### config.mk
export PLATFORM = sky130hd
export DESIGN_NAME = mult_div_unit
export DESIGN_NICKNAME = d
export VERILOG_FILES = /design/src/rtl/mdu_pkg.sv /design/src/rtl/mdu_sign_adj.sv /design/src/rtl/mult_div_unit.sv
export SDC_FILE = /design/constraint.sdc
export NUM_CORES = 1
export LEC_CHECK = 0
export ABC_AREA = 1
export CAP_MARGIN = 40
export CELL_PAD_IN_SITES_DETAIL_PLACEMENT = 1
export CELL_PAD_IN_SITES_GLOBAL_PLACEMENT = 1
export CORE_MARGIN = 2
export CORE_UTILIZATION = 46
export DETAILED_ROUTE_END_ITERATION = 7
export DONT_BUFFER_PORTS = 1
export MAX_ROUTING_LAYER = met4
export PLACE_DENSITY = 0.85
export SLEW_MARGIN = 20
export SYNTH_ARGS = -nofsm -noshare
export SYNTH_HDL_FRONTEND = slang
export SYNTH_HIERARCHICAL = 1
export SYNTH_SLANG_ARGS = --single-unit
### constraint.sdc
create_clock -name clk -period 3 [get_ports clk]
set_clock_uncertainty 0.2 [all_clocks]
set_input_delay 0.6 -clock clk [delete_from_list [all_inputs] [get_ports clk]]
set_output_delay 0.6 -clock clk [all_outputs]
set_load 0.01 [all_outputs]
### src/rtl/mdu_pkg.sv
// Shared encodings and constants for the iterative multiply/divide unit.
// The op codes mirror the decode stage; codes 3'b110 and 3'b111 are reserved.
package mdu_pkg;

    localparam logic [2:0] MULT  = 3'b000;
    localparam logic [2:0] MULTU = 3'b001;
    localparam logic [2:0] DIV   = 3'b010;
    localparam logic [2:0] DIVU  = 3'b011;
    localparam logic [2:0] MTHI  = 3'b100;
    localparam logic [2:0] MTLO  = 3'b101;

    localparam int         ITER_COUNT = 32;
    localparam logic [4:0] LAST_ITER  = 5'(ITER_COUNT - 1);

    typedef enum logic [1:0] {
        IDLE = 2'd0,
        CALC = 2'd1,
        FIN  = 2'd2
    } state_e;

    // Multiply and divide ops all have op[2] clear.
    function automatic logic is_muldiv(input logic [2:0] op_v);
        return (op_v[2] == 1'b0);
    endfunction

    // MULT and DIV treat their operands as two's complement.
    function automatic logic is_signed_op(input logic [2:0] op_v);
        return (op_v == MULT) || (op_v == DIV);
    endfunction

endpackage

### src/rtl/mdu_sign_adj.sv
// Conditional two's-complement negation: takes magnitudes of signed operands at
// capture time and applies the sign fixup to results in FIN.
module mdu_sign_adj #(
    parameter int WIDTH = 32
) (
    input  logic [WIDTH-1:0] value_i,
    input  logic             negate_i,
    output logic [WIDTH-1:0] result_o
);

    assign result_o = negate_i ? ((~value_i) + WIDTH'(1'b1)) : value_i;

endmodule

### src/rtl/mult_div_unit.sv
// Iterative 32-bit multiply/divide unit owning HI/LO: 33-cycle MULT/MULTU/DIV/DIVU,
// single-cycle MTHI/MTLO. Handshake: start is a level request that is acted on only
// on an edge where the unit is IDLE or finishing (FIN); while busy=1 the requester
// must hold it. done pulses for one cycle when hi/lo carry a new mul/div result.
module mult_div_unit
    import mdu_pkg::*;
(
    input  logic        clk,
    input  logic        rst_n,
    input  logic        start,
    input  logic [2:0]  op,
    input  logic [31:0] a,
    input  logic [31:0] b,
    input  logic        cancel,
    output logic        busy,
    output logic        done,
    output logic [31:0] hi,
    output logic [31:0] lo
);

    state_e      state_q, state_d;
    logic [4:0]  count_q, count_d;
    logic [63:0] work_q, work_d;
    logic [31:0] opnd_b_q, opnd_b_d;
    logic        is_div_q, is_div_d;
    logic        sign_a_q, sign_a_d;
    logic        sign_diff_q, sign_diff_d;
    logic        div_zero_q, div_zero_d;
    logic [31:0] hi_q, hi_d;
    logic [31:0] lo_q, lo_d;
    logic        busy_q, busy_d;
    logic        done_q, done_d;

    logic        can_accept;
    logic        take_op;
    logic        take_mt;
    logic        signed_op;
    logic [31:0] a_mag;
    logic [31:0] b_mag;

    logic [32:0] mul_sum;
    logic [63:0] mul_next;
    logic [32:0] div_shift;
    logic [33:0] div_diff;
    logic [63:0] div_next;

    logic [63:0] prod_fix;
    logic [31:0] quo_fix;
    logic [31:0] rem_fix;

    // FIN also accepts a request so a new op can start back-to-back with a result.
    assign can_accept = (state_q == IDLE) || (state_q == FIN);
    assign take_op    = start && !cancel && can_accept && is_muldiv(op);
    assign take_mt    = start && !cancel && can_accept && ((op == MTHI) || (op == MTLO));
    assign signed_op  = is_signed_op(op);

    mdu_sign_adj #(.WIDTH(32)) u_adj_a (
        .value_i  (a),
        .negate_i (signed_op && a[31]),
        .result_o (a_mag)
    );

    mdu_sign_adj #(.WIDTH(32)) u_adj_b (
        .value_i  (b),
        .negate_i (signed_op && b[31]),
        .result_o (b_mag)
    );

    // Shift-add step: work holds {partial product, remaining multiplier bits}.
    assign mul_sum  = {1'b0, work_q[63:32]} + (work_q[0] ? {1'b0, opnd_b_q} : 33'd0);
    assign mul_next = {mul_sum, work_q[31:1]};

    // Restoring step: work holds {remainder, dividend bits shifting into quotient}.
    assign div_shift = {work_q[63:32], work_q[31]};
    assign div_diff  = {1'b0, div_shift} - {2'b00, opnd_b_q};
    assign div_next  = div_diff[33] ? {div_shift[31:0], work_q[30:0], 1'b0}
                                    : {div_diff[31:0],  work_q[30:0], 1'b1};

    mdu_sign_adj #(.WIDTH(64)) u_adj_prod (
        .value_i  (work_q),
        .negate_i (sign_diff_q),
        .result_o (prod_fix)
    );

    mdu_sign_adj #(.WIDTH(32)) u_adj_quo (
        .value_i  (work_q[31:0]),
        .negate_i (sign_diff_q),
        .result_o (quo_fix)
    );

    mdu_sign_adj #(.WIDTH(32)) u_adj_rem (
        .value_i  (work_q[63:32]),
        .negate_i (sign_a_q),
        .result_o (rem_fix)
    );

    always_comb begin
        state_d     = state_q;
        count_d     = count_q;
        work_d      = work_q;
        opnd_b_d    = opnd_b_q;
        is_div_d    = is_div_q;
        sign_a_d    = sign_a_q;
        sign_diff_d = sign_diff_q;
        div_zero_d  = div_zero_q;
        hi_d        = hi_q;
        lo_d        = lo_q;
        done_d      = 1'b0;

        case (state_q)
            CALC: begin
                if (cancel) begin
                    state_d = IDLE;
                    count_d = 5'd0;
                end else begin
                    work_d  = is_div_q ? div_next : mul_next;
                    count_d = count_q + 5'd1;
                    if (count_q == LAST_ITER) begin
                        state_d = FIN;
                    end
                end
            end
            FIN: begin
                state_d = IDLE;
                count_d = 5'd0;
                if (!cancel) begin
                    done_d = 1'b1;
                    if (is_div_q) begin
                        // A zero divisor leaves the dividend in the remainder already.
                        hi_d = rem_fix;
                        lo_d = div_zero_q ? 32'hFFFF_FFFF : quo_fix;
                    end else begin
                        hi_d = prod_fix[63:32];
                        lo_d = prod_fix[31:0];
                    end
                end
            end
            default: begin
                state_d = IDLE;
            end
        endcase

        if (take_op) begin
            state_d     = CALC;
            count_d     = 5'd0;
            work_d      = {32'd0, a_mag};
            opnd_b_d    = b_mag;
            is_div_d    = op[1];
            sign_a_d    = signed_op && a[31];
            sign_diff_d = signed_op && (a[31] ^ b[31]);
            div_zero_d  = (b == 32'd0);
        end

        // A move issued on the finishing edge is younger, so it wins over the result.
        if (take_mt) begin
            if (op == MTHI) begin
                hi_d = a;
            end else begin
                lo_d = a;
            end
        end

        busy_d = (state_d != IDLE);
    end

    always_ff @(posedge clk or negedge rst_n) begin
        if (!rst_n) begin
            state_q     <= IDLE;
            count_q     <= 5'd0;
            work_q      <= 64'd0;
            opnd_b_q    <= 32'd0;
            is_div_q    <= 1'b0;
            sign_a_q    <= 1'b0;
            sign_diff_q <= 1'b0;
            div_zero_q  <= 1'b0;
            hi_q        <= 32'd0;
            lo_q        <= 32'd0;
            busy_q      <= 1'b0;
            done_q      <= 1'b0;
        end else begin
            state_q     <= state_d;
            count_q     <= count_d;
            work_q      <= work_d;
            opnd_b_q    <= opnd_b_d;
            is_div_q    <= is_div_d;
            sign_a_q    <= sign_a_d;
            sign_diff_q <= sign_diff_d;
            div_zero_q  <= div_zero_d;
            hi_q        <= hi_d;
            lo_q        <= lo_d;
            busy_q      <= busy_d;
            done_q      <= done_d;
        end
    end

    assign busy = busy_q;
    assign done = done_q;
    assign hi   = hi_q;
    assign lo   = lo_q;

endmodule

==> results.txt <==
The slew of the pin with the lowest slew margin came out at 0.9054 ns. The library cell used most frequently in the layout, excluding fill and tap cells, is nand2_1. After filler insertion, the fill cell instance count of the layout stands at 6502. The count of endpoints failing hold in the final timing report came out at 173. In this run the horizontal extent of the chip is 217.0 um. The warning count from the yosys run is 6.

The number of nets in the synthesized netlist is 3721. In the layout the commonest cells are nand2_1, nor2_1, inv_1. For this run, global-route usage on met2 was measured as 0.6909. Entering global routing, the biggest net connects 174 pins. The number of flops mapped to enable cells by yosys is 0. The number of placed instances, taps included, is 4171.

The power density over the cells is 894.9 nW/um^2. The worst setup slack after layout came out at 0.04012 ns. The highest clock frequency the design can meet is 337.9 MHz.

Excluding fillers, the count of instances in the completed layout stands at 4209. Headroom to the max-slew limit came out at 0.3964. The synthesized instance count came out at 3577. The root buffer cell chosen for the clock tree is clkbuf_16. The global routing stage identified its most utilized layer as met2. The most common flop cell mapped by yosys is dfrtp_1. The final critical-path required period came out at 2.960 ns. The timing startpoint of the critical path is work_q[0]. The number of slew-limit violations in the final report was 0. The total detailed-routing wirelength is 98780 um. After detailed routing, the average wire length per cell comes to 23.47 um.

The period utilization is 0.9866. The worst endpoint data arrival time came out at 3.16 ns. For met1 alone, demand over resource in global routing was 0.4666. The number of nets in the finished design is 3736. The global-route usage over all layers is 0.4314.

The worst-case vdd ir drop is 0.6089 mV. The final weighted congestion of routability-driven global placement came out at 1.030. The total congestion overflow came out at 0. The layout overhead on the synthesized area came out at 9.111%. The number of global-route vias before repair is 25.94k. Summed over all cells, the static leakage comes to 11.63 nW. Of all nets on the critical path, the largest fanout is 31. The share of the yosys chip area belonging to registers came out at 0.2075. Detailed routing inserted a total of 25.20k vias. The multi-input combinational cells in the finished layout cover a total of 14370 um^2. The count of unique library cells instantiated by Yosys came out at 49.

TritonCTS built the clock tree. The number of antenna violations at the first check in global routing is 4. The worst setup path is captured at a flop. After synthesis the cells add up to 20860 um^2. The die extent in y is 217.0 um.

The count of cells along the worst register-to-register path came out at 15. The flow ran to the end, but the final reports show violations. Setup repair after global routing could not meet its margin everywhere. Once detailed placement completed, the half-perimeter wirelength came to 77520 um. The floorplan die area came out at 47070 um^2. The iteration-0 DRC count of the detailed router is 2010. The starting utilization of the core area came out at 0.4626. The number of CTS-inserted buffers is 17. The number of detailed-route iterations in the first pass is 5. The data required time at the worst endpoint came out at 3.20 ns. The register bit count reported by yosys came out at 173.

The number of design rule violations left after detail routing came out at 0. The deepest clock path buffer count is 2. The area of all sequential standard cells is 4339 um^2. The worst slack after detailed placement came out at -0.01309 ns. The number of clock sinks came out at 173. The post-CTS clock slew at the launch and capture registers of the worst setup and hold paths came out at 0.07 ns. The smallest hold slack is -0.4205 ns. The area of the core came out at 45090 um^2. The clock latency at the later pin of the worst-skew pair came out at 0.52 ns.

The start-to-end type of the worst setup path is reg -> reg. The post-route antenna net violation count is 0. The number of core rows is 78. The number of vias per cell is 5.988.

The post-synthesis async set-or-reset flop share is 1.000. The average instance area after synthesis came out at 5.832 um^2. The reported max-cap violation count is 0. The met3 track demand over resource in global routing came out at 0.08190. The number of levels in the clock H-tree is 4. The launching point of the worst reg2reg path is work_q[0]. The final design utilization came out at 0.5048. In the final layout, the share of cells above drive strength 1 is 0.1046. The number of input and output port buffers inserted came out at 0.

Setup violations remaining at the end of the flow were counted as 0. The min-delay analysis places its worst path in the category in -> async. The critical path startpoint category is a flop. The first-pass GRT wire length came out at 150100 um. 137 I/O pins were placed. The checks that failed: hold timing.
==> registers in the layout (all words and copies together), names as in the netlist <==
register and count:
sign_a_q 1, done 1, count_q 5, hi 32, is_div_q 1, state_q 2, sign_diff_q 1, opnd_b_q 32
div_zero_q 1, busy 1, lo 32, work_q 64
==> critical path: stages, from the launching register on <==
cell and delay, ns:
dfrtp_1 0.44, buf_12 0.20, nand2_1 0.27, inv_1 0.10, ha_1 0.39, nand2_1 0.12, nor2_1 0.24, nand2_1 0.15
nor2_1 0.14, nand2_1 0.08, nand4_1 0.10, nand3_1 0.14, nand2_1 0.10, inv_1 0.06, nand2_1 0.06, nand2_1 0.04
==> worst paths after layout <==
check	end	slack, ns
setup / recovery	work_q[52]	0.04
hold / removal	hi[10]	-0.42
setup reg to reg	work_q[52]	0.04
hold reg to reg	opnd_b_q[0]	0.34
max in group asynchronous	is_div_q	2.61
min in group clk	lo[10]	0.02
==> cell usage after synthesis, types with 4 or more instances <==
cell type  count  area, um^2
o21bai_1      13       97.59
clkbuf_1      62       232.7
nor2_2        42       262.8
dfrtp_1      173        4329
xor2_1        51       446.7
nand3b_1      19       142.6
nand3_2        4       40.04
o21ai_0      207        1036
o21ai_1       20       100.1
nor2_8         7       140.1
nand2_4        8       90.09
inv_2         18       67.56
or2_2         33       206.5
ha_1          71       888.4
o21ai_4        6       97.59
nand4_1       44       275.3
o221ai_1      32       280.3
o21ai_2       10       87.58
nor3_1        10       50.05
buf_2         22       110.1
buf_1         16       60.06
nand2_1     1165        4373
a31oi_1       33       206.5
nand2_2       25       156.4
nand3_1      289        1446
a21oi_1       75       375.4
buf_4         16       120.1
nor2_4        36       405.4
o211ai_1      63       473.0
nor2_1       492        1847
nor4_1        10       62.56
inv_1        428        1607
inv_6          4       35.03
xnor2_1       52       455.4
==> power breakdown <==
group / internal, mW / total (mW) / switching [mW]
Clock: 1.33 / 2.51 / 1.18
Sequential: 3.03 / 4.02 / 0.995
Combinational: 4.42 / 13.8 / 9.41
Total: 8.78 / 20.4 / 11.6
==> per-stage QoR <==
step                      TNS (ns)  instance area (um^2)  power (mW)
after floorplan                  0                 20860       12.57
after global routing       -0.4263                 22760       21.72
after global placement           0                 22050       16.78
after detailed placement  -0.01309                 22050       17.32
after CTS                        0                 22670       19.90
final                            0                 22760       20.37
==> metal layers <==
| layer | up-vias | part of all wire | wire, um |
|---|---|---|---|
| met5 | - | 0 | 0 |
| met4 | 0 | 0.095 | 9339 |
| met3 | 383 | 0.063 | 6231 |
| met2 | 1056 | 0.46 | 45930 |
| met1 | 12320 | 0.38 | 37280 |
| li1 | 11450 | - | - |
==> area by class of cell <==
| class | count | share of cell area |
|---|---|---|
| inverters | 450 | 0.07509 |
| well taps | 600 | 0.03298 |
| clock buffers | 22 | 0.02127 |
| repair buffers | 114 | 0.04255 |
| clock inverters | 10 | 0.005662 |
| multi-input cells | 2836 | 0.6314 |
| diodes | 4 | 0.0004398 |
| flip-flops and latches | 173 | 0.1906 |
==> repair_timing <==
action / 4_1_cts / 5_1_grt
endpoints found under the setup margin: 1 / 25
resized for setup: 1 / 23
endpoints found under the hold margin: 173 / 173
setup buffers: 0 / 2
==> cells by family after synthesis <==
family,synth area share
buffers and inverters,0.1081
XOR/XNOR,0.04403
AND/OR/NAND/NOR,0.4605
AO/OA/AOI/OAI,0.1353
adder cells (fa/ha/maj),0.04451
flip-flops,0.2075
Power figures use the tool's default switching activity.
